[src/rtl/adrv9001_axil_pkg.sv]
// Shared types and constants for the ADRV9001 control-block AXI4-Lite master.
// Word indices address 32-bit registers; byte address is index * 4.
package adrv9001_axil_pkg;

  typedef enum logic [2:0] {
    IDLE    = 3'd0,
    WR_REQ  = 3'd1,
    WR_RESP = 3'd2,
    RD_REQ  = 3'd3,
    RD_RESP = 3'd4,
    RSP     = 3'd5,
    DRAIN   = 3'd6
  } axil_state_e;

  localparam logic [1:0] RESP_OKAY   = 2'b00;
  localparam logic [1:0] RESP_SLVERR = 2'b10;

  localparam int unsigned REG_CTRL     = 0;
  localparam int unsigned REG_GPIO     = 1;
  localparam int unsigned REG_GPIO_T   = 2;
  localparam int unsigned REG_TX1_SRC  = 3;
  localparam int unsigned REG_TX2_SRC  = 4;
  localparam int unsigned REG_TX1_DATA = 5;
  localparam int unsigned REG_TX2_DATA = 6;
  localparam int unsigned REG_RX1_DATA = 7;
  localparam int unsigned REG_RX2_DATA = 8;
  localparam int unsigned REG_TX1_TRIG = 9;
  localparam int unsigned REG_TX2_TRIG = 10;
  localparam int unsigned REG_RX1_TRIG = 11;
  localparam int unsigned REG_RX2_TRIG = 12;
  localparam int unsigned REG_ID       = 15;

endpackage

[src/rtl/adrv9001_axil_master.sv]
// Single-outstanding AXI4-Lite initiator driven by a valid/ready command stream.
// All bus and handshake outputs are registered; response phases are timeout-bounded.
//
// state   | meaning
// IDLE    | cmd_ready high, waiting for a command
// WR_REQ  | AW and W offered, each dropped on its own ready
// WR_RESP | bready high, waiting for B or timeout
// RD_REQ  | AR offered until arready
// RD_RESP | rready high, waiting for R or timeout
// RSP     | rsp_valid high until rsp_ready
// DRAIN   | swallow the one late beat of a timed-out transaction
module adrv9001_axil_master
  import adrv9001_axil_pkg::*;
#(
  parameter int ADDR_WIDTH     = 7,
  parameter int TIMEOUT_CYCLES = 255
) (
  input  logic                  m_axi_aclk,
  input  logic                  m_axi_aresetn,
  input  logic                  cmd_valid,
  output logic                  cmd_ready,
  input  logic                  cmd_write,
  input  logic [ADDR_WIDTH-1:0] cmd_addr,
  input  logic [31:0]           cmd_wdata,
  input  logic [3:0]            cmd_wstrb,
  output logic                  rsp_valid,
  input  logic                  rsp_ready,
  output logic [31:0]           rsp_rdata,
  output logic [1:0]            rsp_resp,
  output logic                  rsp_timeout,
  output logic                  busy,
  output logic [ADDR_WIDTH-1:0] m_axi_awaddr,
  output logic [2:0]            m_axi_awprot,
  output logic                  m_axi_awvalid,
  input  logic                  m_axi_awready,
  output logic [31:0]           m_axi_wdata,
  output logic [3:0]            m_axi_wstrb,
  output logic                  m_axi_wvalid,
  input  logic                  m_axi_wready,
  input  logic [1:0]            m_axi_bresp,
  input  logic                  m_axi_bvalid,
  output logic                  m_axi_bready,
  output logic [ADDR_WIDTH-1:0] m_axi_araddr,
  output logic [2:0]            m_axi_arprot,
  output logic                  m_axi_arvalid,
  input  logic                  m_axi_arready,
  input  logic [31:0]           m_axi_rdata,
  input  logic [1:0]            m_axi_rresp,
  input  logic                  m_axi_rvalid,
  output logic                  m_axi_rready
);

  localparam logic [15:0]           TMO_LIM    = 16'(TIMEOUT_CYCLES);
  localparam logic [ADDR_WIDTH-1:0] ALIGN_MASK = {{(ADDR_WIDTH-2){1'b1}}, 2'b00};

  axil_state_e           state_q, state_d;
  logic                  write_q, write_d;
  logic [ADDR_WIDTH-1:0] addr_q, addr_d;
  logic [31:0]           wdata_q, wdata_d;
  logic [3:0]            wstrb_q, wstrb_d;
  logic                  awvalid_q, awvalid_d;
  logic                  wvalid_q, wvalid_d;
  logic                  arvalid_q, arvalid_d;
  logic                  bready_q, bready_d;
  logic                  rready_q, rready_d;
  logic                  cmd_ready_q, cmd_ready_d;
  logic                  rsp_valid_q, rsp_valid_d;
  logic [31:0]           rsp_rdata_q, rsp_rdata_d;
  logic [1:0]            rsp_resp_q, rsp_resp_d;
  logic                  rsp_timeout_q, rsp_timeout_d;
  logic                  drain_q, drain_d;
  logic [15:0]           tmo_cnt_q, tmo_cnt_d;
  logic                  resp_beat;

  assign resp_beat = (bready_q && m_axi_bvalid) || (rready_q && m_axi_rvalid);

  always_ff @(posedge m_axi_aclk or negedge m_axi_aresetn) begin
    if (!m_axi_aresetn) begin
      state_q       <= IDLE;
      write_q       <= 1'b0;
      addr_q        <= '0;
      wdata_q       <= '0;
      wstrb_q       <= '0;
      awvalid_q     <= 1'b0;
      wvalid_q      <= 1'b0;
      arvalid_q     <= 1'b0;
      bready_q      <= 1'b0;
      rready_q      <= 1'b0;
      cmd_ready_q   <= 1'b0;
      rsp_valid_q   <= 1'b0;
      rsp_rdata_q   <= '0;
      rsp_resp_q    <= '0;
      rsp_timeout_q <= 1'b0;
      drain_q       <= 1'b0;
      tmo_cnt_q     <= '0;
    end else begin
      state_q       <= state_d;
      write_q       <= write_d;
      addr_q        <= addr_d;
      wdata_q       <= wdata_d;
      wstrb_q       <= wstrb_d;
      awvalid_q     <= awvalid_d;
      wvalid_q      <= wvalid_d;
      arvalid_q     <= arvalid_d;
      bready_q      <= bready_d;
      rready_q      <= rready_d;
      cmd_ready_q   <= cmd_ready_d;
      rsp_valid_q   <= rsp_valid_d;
      rsp_rdata_q   <= rsp_rdata_d;
      rsp_resp_q    <= rsp_resp_d;
      rsp_timeout_q <= rsp_timeout_d;
      drain_q       <= drain_d;
      tmo_cnt_q     <= tmo_cnt_d;
    end
  end

  always_comb begin
    state_d       = state_q;
    write_d       = write_q;
    addr_d        = addr_q;
    wdata_d       = wdata_q;
    wstrb_d       = wstrb_q;
    awvalid_d     = awvalid_q;
    wvalid_d      = wvalid_q;
    arvalid_d     = arvalid_q;
    bready_d      = bready_q;
    rready_d      = rready_q;
    cmd_ready_d   = 1'b0;
    rsp_valid_d   = rsp_valid_q;
    rsp_rdata_d   = rsp_rdata_q;
    rsp_resp_d    = rsp_resp_q;
    rsp_timeout_d = rsp_timeout_q;
    drain_d       = drain_q;
    tmo_cnt_d     = tmo_cnt_q;

    unique case (state_q)
      IDLE: begin
        cmd_ready_d = 1'b1;
        if (cmd_valid && cmd_ready_q) begin
          cmd_ready_d = 1'b0;
          write_d     = cmd_write;
          addr_d      = cmd_addr & ALIGN_MASK;
          wdata_d     = cmd_wdata;
          wstrb_d     = cmd_wstrb;
          if (cmd_write) begin
            awvalid_d = 1'b1;
            wvalid_d  = 1'b1;
            state_d   = WR_REQ;
          end else begin
            arvalid_d = 1'b1;
            state_d   = RD_REQ;
          end
        end
      end
      WR_REQ: begin
        // AW and W retire independently; leave once both are gone.
        awvalid_d = awvalid_q && !m_axi_awready;
        wvalid_d  = wvalid_q && !m_axi_wready;
        if (!awvalid_d && !wvalid_d) begin
          bready_d  = 1'b1;
          tmo_cnt_d = '0;
          state_d   = WR_RESP;
        end
      end
      RD_REQ: begin
        if (m_axi_arready) begin
          arvalid_d = 1'b0;
          rready_d  = 1'b1;
          tmo_cnt_d = '0;
          state_d   = RD_RESP;
        end
      end
      WR_RESP, RD_RESP: begin
        if (resp_beat) begin
          bready_d      = 1'b0;
          rready_d      = 1'b0;
          rsp_resp_d    = write_q ? m_axi_bresp : m_axi_rresp;
          rsp_rdata_d   = write_q ? 32'h0 : m_axi_rdata;
          rsp_timeout_d = 1'b0;
          rsp_valid_d   = 1'b1;
          state_d       = RSP;
        end else if (tmo_cnt_q == TMO_LIM) begin
          bready_d      = 1'b0;
          rready_d      = 1'b0;
          rsp_resp_d    = RESP_SLVERR;
          rsp_rdata_d   = 32'h0;
          rsp_timeout_d = 1'b1;
          rsp_valid_d   = 1'b1;
          drain_d       = 1'b1;
          state_d       = RSP;
        end else begin
          tmo_cnt_d = tmo_cnt_q + 16'd1;
        end
      end
      RSP: begin
        if (rsp_ready) begin
          rsp_valid_d = 1'b0;
          if (drain_q) begin
            bready_d = write_q;
            rready_d = !write_q;
            state_d  = DRAIN;
          end else begin
            cmd_ready_d = 1'b1;
            state_d     = IDLE;
          end
        end
      end
      DRAIN: begin
        if (resp_beat) begin
          bready_d    = 1'b0;
          rready_d    = 1'b0;
          drain_d     = 1'b0;
          cmd_ready_d = 1'b1;
          state_d     = IDLE;
        end
      end
      default: state_d = IDLE;
    endcase
  end

  assign cmd_ready     = cmd_ready_q;
  assign rsp_valid     = rsp_valid_q;
  assign rsp_rdata     = rsp_rdata_q;
  assign rsp_resp      = rsp_resp_q;
  assign rsp_timeout   = rsp_timeout_q;
  assign busy          = (state_q != IDLE);
  assign m_axi_awaddr  = addr_q;
  assign m_axi_awprot  = 3'b000;
  assign m_axi_awvalid = awvalid_q;
  assign m_axi_wdata   = wdata_q;
  assign m_axi_wstrb   = wstrb_q;
  assign m_axi_wvalid  = wvalid_q;
  assign m_axi_bready  = bready_q;
  assign m_axi_araddr  = addr_q;
  assign m_axi_arprot  = 3'b000;
  assign m_axi_arvalid = arvalid_q;
  assign m_axi_rready  = rready_q;

endmodule

[config.mk]
export PLATFORM = sky130hd
export DESIGN_NAME = adrv9001_axil_master
export DESIGN_NICKNAME = d
export VERILOG_FILES = /design/src/rtl/adrv9001_axil_pkg.sv /design/src/rtl/adrv9001_axil_master.sv
export SDC_FILE = /design/constraint.sdc
export NUM_CORES = 1
export LEC_CHECK = 0
export ABC_AREA = 1
export CORE_UTILIZATION = 37
export CTS_CLUSTER_DIAMETER = 50
export DETAILED_ROUTE_END_ITERATION = 8
export PLACE_DENSITY = 0.71
export SLEW_MARGIN = 20
export SYNTH_ARGS = -nofsm -noshare
export SYNTH_HDL_FRONTEND = slang
export SYNTH_SLANG_ARGS = --single-unit
[constraint.sdc]
create_clock -name m_axi_aclk -period 4.2 [get_ports m_axi_aclk]
set_clock_uncertainty 0.1 [all_clocks]
set_input_delay 0.42 -clock m_axi_aclk [delete_from_list [all_inputs] [get_ports m_axi_aclk]]
set_output_delay 0.42 -clock m_axi_aclk [all_outputs]
set_load 0.05 [all_outputs]
==> impl_metrics.tcl, run 1 <==
set metrics [dict create \
    status "completed" \
    diodes 0 \
    power_frac_clock_pct 14.7 \
    hp-class "in -> async" \
    finalWirelength_mm 13.0 \
    htreeDepth 3 \
    synth_most_common_cell "nand2_1" \
    drtIter0Drc 313 \
    cts_resized 0 \
    sequentialPowerShare_pct 26.8 \
    r2r_end "tmo_cnt_q[9]$_DFFE_PN0P_" \
    syn_inst 549 \
    netlist_area_sq_um 5100 \
    post_cts_buffers 0 \
    critPathArrivalTime_ps 1900 \
    numCtsBuffers 9 \
    synthTopCellsByCount "151 x nand2_1, 104 x dfrtp_1, 83 x nand3_1" \
    cap_violations 0 \
    finalSetupTns_ps 0 \
    synth_flop_cell "dfrtp_1" \
    vdd_ir_drop_max_v 0.000500 \
    yosys_register_bits 104 \
    critical_path_required_ps 3680 \
    die_y_um 119 \
    dieArea_sq_um 14200 \
    criticalPathCategory "reg -> out" \
    core.rowCount 42 \
    post-route-period-util_pct 57.6 \
    cp.buffers_inverters 1 \
    worstSetupEndpointType "primary output" \
    synth_edf_count 0 \
    synth_top_area_share_pct 51.1 \
    drcViolationCount 0 \
    crit_cells 3 \
    io_buffers 175 \
    critical_path.startpoint "state_q[2]$_DFFE_PN0P_" \
    synth_top_area_cell "dfrtp_1" \
    cp_slowest_cell "clkdlybuf4s50_1" \
    totalPowerFinal_mw 6.29 \
    power_density_nw_per_um2 874 \
    drive_gt1_share_pct 11.6 \
    drtPass1Iterations 5 \
    grt_max_degree 72 \
    cp-endpoint "busy" \
    grt-ovfl-total 0 \
    synth_area_leaders "dfrtp_1 51%, nand2_1 11%, nand3_1 8.2%" \
    synth-seq-area-share_pct 51.1 \
    grt_use_total_pct 19.1 \
    avgSynthCellArea_sq_um 9.28 \
    clk_latency_ps 350 \
    path_max_fanout 7 \
    initial_core_util_pct 38.2 \
    cts_buffer_depth 2 \
    fmax_mhz 413 \
    cts_root_buffer "clkbuf_16" \
    clk_pin_slew_ps 70 \
    core_area_sq_um 13300 \
    ioPinCount 188 \
    leakage_nw 3.44 \
    worstPathCellList "nor2_4 > nand2_4 > clkdlybuf4s50_1" \
    n_fill_cell 1224 \
    num_vias 4259 \
    path_delay_family "buffers and inverters" \
    gp_congestion 0.881 \
    hpwl_mm 9.26 \
    async_flop_share_pct 100 \
    fp.dieW_um 119 \
    rsz0062_at_grt "false" \
    grt_pass1_vias 4260 \
    grt_pass1_wl_mm 21.3 \
    setup_viol 0 \
    tightest_slew_ps 1000 \
    p_comb_share_pct 58.4 \
    ant_nets 0 \
    switching_share_pct 49.4 \
    rrSetupSlack_ps 2010 \
    clkSinkCount 104 \
    antenna_found_initial 0 \
    rr_startpoint "state_q[0]$_DFFE_PN0P_" \
    finalHoldViolCount 0 \
    finalMaxSlewViolations 0 \
    cts_tree "yes" \
    cp-start-kind "flip-flop" \
    worst_path_largest_cell_delay_ps 710 \
    period_minus_slack_ps 2420 \
    area_growth_pct 41.3 \
    yosysWarnings 0 \
    internal_power_mw 3.18 \
    vias_per_cell 4.77 \
    switchingPower_mw 3.11 \
    rr_worst_depth 10 \
    slew_headroom_pct 33.2 \
    wl_per_cell_um 14.6 \
    ys_types 31 \
    ctsHoldBuffers 0 \
    final_nets 802 \
]
[flip-flops by register name (all words and copies together), names as in the netlist, 2 cells and up]
signal / count
m_axi_wdata: 32
rsp_rdata: 32
tmo_cnt_q: 16
m_axi_araddr: 5
m_axi_wstrb: 4
state_q: 3
rsp_resp: 2
[through the flow]
stage | setup WS (ps) | hold WS (ps) | std cells | cell area [sq um] | util [%]
final | 1780 | 84.6 | 892 | 7200 | 54.0
after detailed placement | 1750 | 386 | 877 | 6880 | 51.5
after global routing | 1720 | 174 | 892 | 7200 | 54.0
after CTS | 1780 | 124 | 892 | 7200 | 54.0
after floorplan | 2510 | 24.4 | 558 | 5130 | -
after global placement | 1770 | 381 | 877 | 6880 | 51.5
[placed cells by master, fill, tap and decap left out]
cell / instances
clkdlybuf4s50_1: 174
nand2_1: 151
dfrtp_1: 104
nand3_1: 83
nor2_1: 38
inv_1: 33
mux2_2: 28
mux2_4: 13
conb_1: 10
a21oi_1: 9
clkbuf_16: 9
o21ai_0: 7
nand2_2: 6
inv_2: 5
nand4_1: 5
o21bai_1: 5
nand2_4: 4
o211ai_1: 4
nor2_4: 3
nand3_4: 2
nor2_8: 2
inv_6: 2
mux2i_1: 2
nor2_2: 2
xor2_1: 2
nor3b_1: 2
xnor2_1: 2
bufinv_16: 2
buf_4: 2
a21boi_0: 1
ha_1: 1
inv_8: 1
clkbuf_8: 1
clkinvlp_4: 1
[area by class of cell]
type                    count  area (sq um)  share of cell area, %
clock buffers              10           239                   3.32
clock inverters             5          87.6                   1.22
inverters                  39           151                   2.10
multi-input cells         382          2150                   29.8
flip-flops and latches    104          2600                   36.1
well taps                 176           220                   3.06
repair buffers            176          1760                   24.4
[worst min path at each step]
stage / slack (ps) / end / startpoint
5_1_grt: 170 / rsp_rdata[18]$_DFFE_PN0P_ / m_axi_aresetn
4_1_cts: 120 / rsp_rdata[18]$_DFFE_PN0P_ / m_axi_aresetn
3_3_place_gp: 380 / rsp_rdata[27]$_DFFE_PN0P_ / rsp_rdata[27]$_DFFE_PN0P_
2_1_floorplan: 20 / cmd_ready$_DFF_PN0_ / m_axi_aresetn
3_5_place_dp: 390 / rsp_rdata[20]$_DFFE_PN0P_ / rsp_rdata[20]$_DFFE_PN0P_
6_report: 80 / rsp_rdata[18]$_DFFE_PN0P_ / m_axi_aresetn
[routing by layer]
metal / global-route usage, % / vias up / part of all wire, %
met1: 22.7 / 2010 / 41
li1: - / 2086 / -
met2: 31.2 / 145 / 48
met4: 7.66 / 0 / 1.9
met3: 6.99 / 18 / 8.7
met5: 0 / - / 0
[worst reg2reg max path: cells and delay by family, from the launching register on]
kind | cells | cell delay, ps
and+or+nand+nor | 7 | 1050
DFF | 1 | 480
buffers and inverters | 3 | 470
[cell families after synthesis]
kind of cell,Yosys count,synth area share [%]
XOR/XNOR,4,0.688
AO/OA/AOI/OAI,26,3.04
buffers and inverters,72,7.49
other,1,0.0736
AND/OR/NAND/NOR,298,27.0
adder cells (fa/ha/maj),1,0.245
multiplexers,43,10.4
flip-flops,104,51.1
[power groups by stage]
stage	sequential [mW]	clock (mW)	combinational [mW]
after global placement	1.67	0	3.64
after floorplan	2.95	0	1.30
after CTS	1.69	0.947	3.70
after detailed placement	1.70	0	3.69
final	1.69	0.927	3.68
after global routing	1.75	0.976	3.90
Note: power is estimated with default switching activity, not from simulation.
==> inputs of run 2 (changes only) <==
PLACE_DENSITY = 0.73   (was 0.71)
clock period = 2.2 ns   (was 4.2 ns; I/O delays follow)
==> run 2 against run 1 <==
  * Non-clock buffer count up 7
  * Critical path depth unchanged
  * Sequential cell count unchanged
  * Count of clock-buffer cells in the layout up 1
  * Via count up 1.5%
  * Register-to-register slack worse by 1700 ps
  * Design area up 0.87%
  * First-iteration DRC count down 40%
  * Clock power up 84%
  * Largest power group unchanged
  * Final cell count up 0.78%
  * Hold slack better by 190 ps
==> impl_metrics.tcl, run 2 (synthesis gave the netlist of run 1 again) <==
set metrics [dict create \
    grt_use_total_pct 18.9 \
    setup_viol 0 \
    grt_max_degree 43 \
    drcViolationCount 0 \
    r2r_end "m_axi_wdata[18]$_DFFE_PN0P_" \
    numCtsBuffers 9 \
    critical_path_required_ps 1880 \
    vdd_ir_drop_max_v 0.00100 \
    period_minus_slack_ps 1930 \
    mostFrequentLayoutCells "173 x clkdlybuf4s50_1, 151 x nand2_1, 104 x dfrtp_1" \
    cts_root_buffer "clkbuf_16" \
    htreeDepth 3 \
    die_y_um 119 \
    placed_area_sq_um 6950 \
    clk_latency_ps 350 \
    totalPowerFinal_mw 11.9 \
    worstSetupEndpointType "primary output" \
    initial_core_util_pct 38.2 \
    finalWirelength_mm 12.9 \
    ioPinCount 188 \
    antenna_found_initial 0 \
    slew_headroom_pct 55.6 \
    final_core_util_pct 54.4 \
    dieArea_sq_um 14200 \
    rr_startpoint "state_q[0]$_DFFE_PN0P_" \
    fmax_mhz 519 \
    hp-class "in -> async" \
    num_vias 4324 \
    rsz0062_at_grt "false" \
    path_max_fanout 6 \
    drtIter0Drc 187 \
    rr_worst_depth 5 \
    hpwl_mm 9.29 \
    cts_buffer_depth 2 \
    ant_nets 0 \
    clkSinkCount 104 \
    grt_pass1_vias 4338 \
    drtPass1Iterations 4 \
    critPathArrivalTime_ps 1610 \
    fp.dieW_um 119 \
    final_cell_area_sq_um 7270 \
    worst_path_largest_cell_delay_ps 530 \
    cp_slowest_cell "dlygate4sd2_1" \
    grt_pass1_wl_mm 21.3 \
    core_area_sq_um 13300 \
    tightest_slew_ps 667 \
    cts_tree "yes" \
    post_cts_buffers 0 \
    cp.buffers_inverters 2 \
    finalSetupTns_ps 0 \
    finalMaxSlewViolations 0 \
    finalHoldViolCount 0 \
    criticalPathCategory "reg -> out" \
    grt-ovfl-total 0 \
    io_buffers 175 \
    path_delay_family "buffers and inverters" \
    cap_violations 0 \
    leakage_nw 3.48 \
    status "completed" \
    wl_per_cell_um 14.3 \
    post-route-period-util_pct 87.6 \
    rrSetupSlack_ps 280 \
    cp-start-kind "flip-flop" \
    mostFrequentLayoutCell "clkdlybuf4s50_1" \
    drive_gt1_share_pct 12.0 \
    clk_pin_slew_ps 70 \
    worstPathCellList "inv_2 > nand2_4 > dlygate4sd2_1" \
    power_density_nw_per_um2 1640 \
    final_nets 809 \
    area_growth_pct 42.6 \
    core.rowCount 42 \
    diodes 0 \
    gp_congestion 0.868 \
    vias_per_cell 4.81 \
]
[run 2: cell types whose count changed in the layout (fill, tap and decap cells not counted), sizes merged]
cell and delta:
buf +6, clkbuf +1, clkdlybuf4s50 -1, clkinv +1, clkinvlp -1, dlygate4sd2 +1, dlygate4sd3 +1, inv -1
[run 2: per-stage QoR]
step | std cells | setup WS (ps) | hold slack, ps
3_3_place_gp | 883 | 278 | 122
5_1_grt | 899 | 141 | 309
3_5_place_dp | 883 | 239 | 124
4_1_cts | 899 | 262 | 286
6_report | 899 | 273 | 278
2_1_floorplan | 558 | 514 | -176
[run 2: where the power goes]
part	internal [mW]	total (mW)	switching [mW]	leakage, nW
sequential	2.69	3.21	0.518	1.31
clock	0.999	1.71	0.714	0.150
combinational	2.38	7.02	4.64	2.02
[run 2: how the worst max path moves through the flow]
stage                                  end  slack, ps              startpoint  depth (start not counted)
6_report                              busy        270  state_q[0]$_DFFE_PN0P_                          3
5_1_grt          tmo_cnt_q[10]$_DFFE_PN0P_        140  state_q[2]$_DFFE_PN0P_                          9
3_5_place_dp    m_axi_wdata[5]$_DFFE_PN0P_        240               cmd_valid                          5
2_1_floorplan  m_axi_wdata[10]$_DFFE_PN0P_        510  state_q[1]$_DFFE_PN0P_                          6
4_1_cts                               busy        260  state_q[0]$_DFFE_PN0P_                          3
3_3_place_gp   m_axi_wdata[18]$_DFFE_PN0P_        280  state_q[0]$_DFFE_PN0P_                          5
[run 2: per-layer routing]
metal	track usage (%)	vias to the layer above	share of wire [%]
met1	21.9	2075	40
li1	-	2101	-
met4	4.84	0	0.92
met2	32.7	139	51
met5	0	-	0
met3	7.09	9	7.9
[run 2: cell type report]
class	count	area, sq um
fill	1193	6080
sequential	104	2600
multi-input combinational	382	2150
timing repair buffer	183	1840
clock buffer	11	233
tap	176	220
inverter	39	151
clock inverter	4	77.6
[run 2: repair_timing]
item | 4_1_cts | 5_1_grt
endpoints found under the setup margin | 1 | 0
hold buffers | 1 | 0
hold endpoints to repair | 32 | 0
resized for setup | 1 | 0
==> inputs of run 3 (changes only) <==
SETUP_SLACK_MARGIN = 0.4   (was unset)
==> run 3 against run 2 <==
  * Clock power about the same
  * Via count increased by 2.6%
  * Die area unchanged
  * Register-to-register slack improved by 210 ps
  * Largest cell class unchanged
  * Largest power group unchanged
==> impl_metrics.tcl, run 3 (synthesis gave the netlist of run 1 again) <==
set metrics [dict create \
    critical_path_required_ps 2340 \
    vias_per_cell 4.86 \
    grt_max_degree 43 \
    ant_nets 0 \
    setup_viol 0 \
    fin_ws_ps 490 \
    grt-ovfl-total 0 \
    grt_pass1_vias 4347 \
    dpl_worst_slack_ps 239 \
    antenna_found_initial 0 \
    drive_gt1_share_pct 15.8 \
    drtPass1Iterations 4 \
    ioPinCount 188 \
    leakage_nw 3.74 \
    drtIter0Drc 200 \
    cts_buffer_depth 2 \
    vdd_ir_drop_max_v 0.000954 \
    post-route-period-util_pct 77.7 \
    hp-class "in -> async" \
    grt_pass1_wl_mm 21.3 \
    cap_violations 0 \
    grt_use_total_pct 18.9 \
    finalMaxSlewViolations 0 \
    finalWirelength_mm 13.4 \
    io_buffers 175 \
    num_vias 4435 \
    hpwl_mm 9.29 \
    n_fill_cell 1235 \
    finalHoldViolCount 0 \
    mostFrequentLayoutCells "146 x nand2_1, 101 x dfrtp_1, 88 x dlygate4sd2_1" \
    critPathArrivalTime_ps 1850 \
    clk_pin_slew_ps 70 \
    cp-start-kind "flip-flop" \
    area_growth_pct 44.5 \
    finalSetupTns_ps 0 \
    numCtsBuffers 9 \
    period_minus_slack_ps 1710 \
    multi_input_area_sq_um 2230 \
    power_density_nw_per_um2 1600 \
    fp.dieW_um 119 \
    path_max_fanout 15 \
    dieArea_sq_um 14200 \
    worstSetupEndpointType "flip-flop" \
    clk_latency_ps 350 \
    core_area_sq_um 13300 \
    core.rowCount 42 \
    drcViolationCount 0 \
    final_nets 822 \
    cts_tree "yes" \
    seq_area_sq_um 2610 \
    criticalPathCategory "reg -> reg" \
    wl_per_cell_um 14.7 \
    initial_core_util_pct 38.2 \
    cts_root_buffer "clkbuf_16" \
    fmax_mhz 585 \
    status "completed" \
    tightest_slew_ps 556 \
    gp_congestion 0.868 \
    mostFrequentLayoutCell "nand2_1" \
    htreeDepth 3 \
    diodes 0 \
    die_y_um 119 \
    slew_headroom_pct 63.1 \
    rsz0062_at_grt "true" \
    clkSinkCount 104 \
]
## run 3: cell types whose count changed in the layout (fill, tap and decap cells not counted), moves of 2 or more
cell,before,now
buf_4,6,14
dfrtp_1,104,101
nor2_1,38,34
nand2_8,0,2
nor2_2,2,5
dfrtp_2,0,3
dlygate4sd2_1,1,88
clkdlybuf4s50_1,173,85
nand2_2,6,8
nand2_1,151,146
## run 3: layer usage
metal,GRT usage (%),wire [um]
met1,21.9,5490
met2,32.8,6810
met3,7.09,968
met4,4.53,119
met5,0,0
## run 3: power by group
group          internal, mW  switching [mW]
sequential             2.70           0.481
combinational          2.06            4.84
clock                 0.999           0.719
## run 3: critical path, cell delays in order, from the launching register on
cell and delay, ps:
dfrtp_2 480, nand2_1 110, nand2_2 70, inv_2 110, nand2_8 110, nor2_8 190
clkinv_8 130, nand2_4 120, nor2_8 60, nand2_1 60, nand2_1 40
## run 3: area by class of cell
cell class	instances	share of cell area, %
Multi-Input combinational cell	383	30.3
Clock inverter	4	1.05
Clock buffer	11	3.16
Timing Repair inverter	1	0.119
Inverter	39	2.19
Sequential cell	104	35.4
Tap cell	176	2.99
Timing Repair Buffer	194	24.8
## run 3: what timing repair did
action	in CTS	in global routing
hold endpoints to repair	32	0
gates resized for setup	100	22
gates cloned	0	2
endpoints found under the setup margin	187	58
buffers inserted	0	11
hold buffers	1	0
pin swaps	0	7
## run 3: stage by stage
stage / hold slack (ps) / util (%) / total power [mW] / area [sq um] / cells
final: 273 / 55.2 / 11.8 / 7360 / 912
after global routing: 309 / 55.2 / 12.4 / 7360 / 912
after CTS: 286 / 53.8 / 11.5 / 7190 / 899
after detailed placement: 124 / 52.0 / 10.3 / 6950 / 883
after global placement: 122 / 52.0 / 10.2 / 6950 / 883
after floorplan: -176 / - / 8.11 / 5130 / 558
## run 3: path summary, 6_finish.rpt
path                                               start                          to  slack (ps)  cells past startpoint
max in group asynchronous                  m_axi_aresetn  m_axi_wstrb[0]$_DFFE_PN0P_        1130                      3
min in group m_axi_aclk                   m_axi_rdata[3]    rsp_rdata[3]$_DFFE_PN0P_         310                      3
worst max-delay path              state_q[2]$_DFFE_PN0P_    tmo_cnt_q[2]$_DFFE_PN0P_         490                     10
worst min register to register  rsp_rdata[7]$_DFFE_PN0P_    rsp_rdata[7]$_DFFE_PN0P_         390                      2
worst max register to register    state_q[2]$_DFFE_PN0P_    tmo_cnt_q[2]$_DFFE_PN0P_         490                     10
worst min-delay path                       m_axi_aresetn   rsp_rdata[24]$_DFFE_PN0P_         270                      2
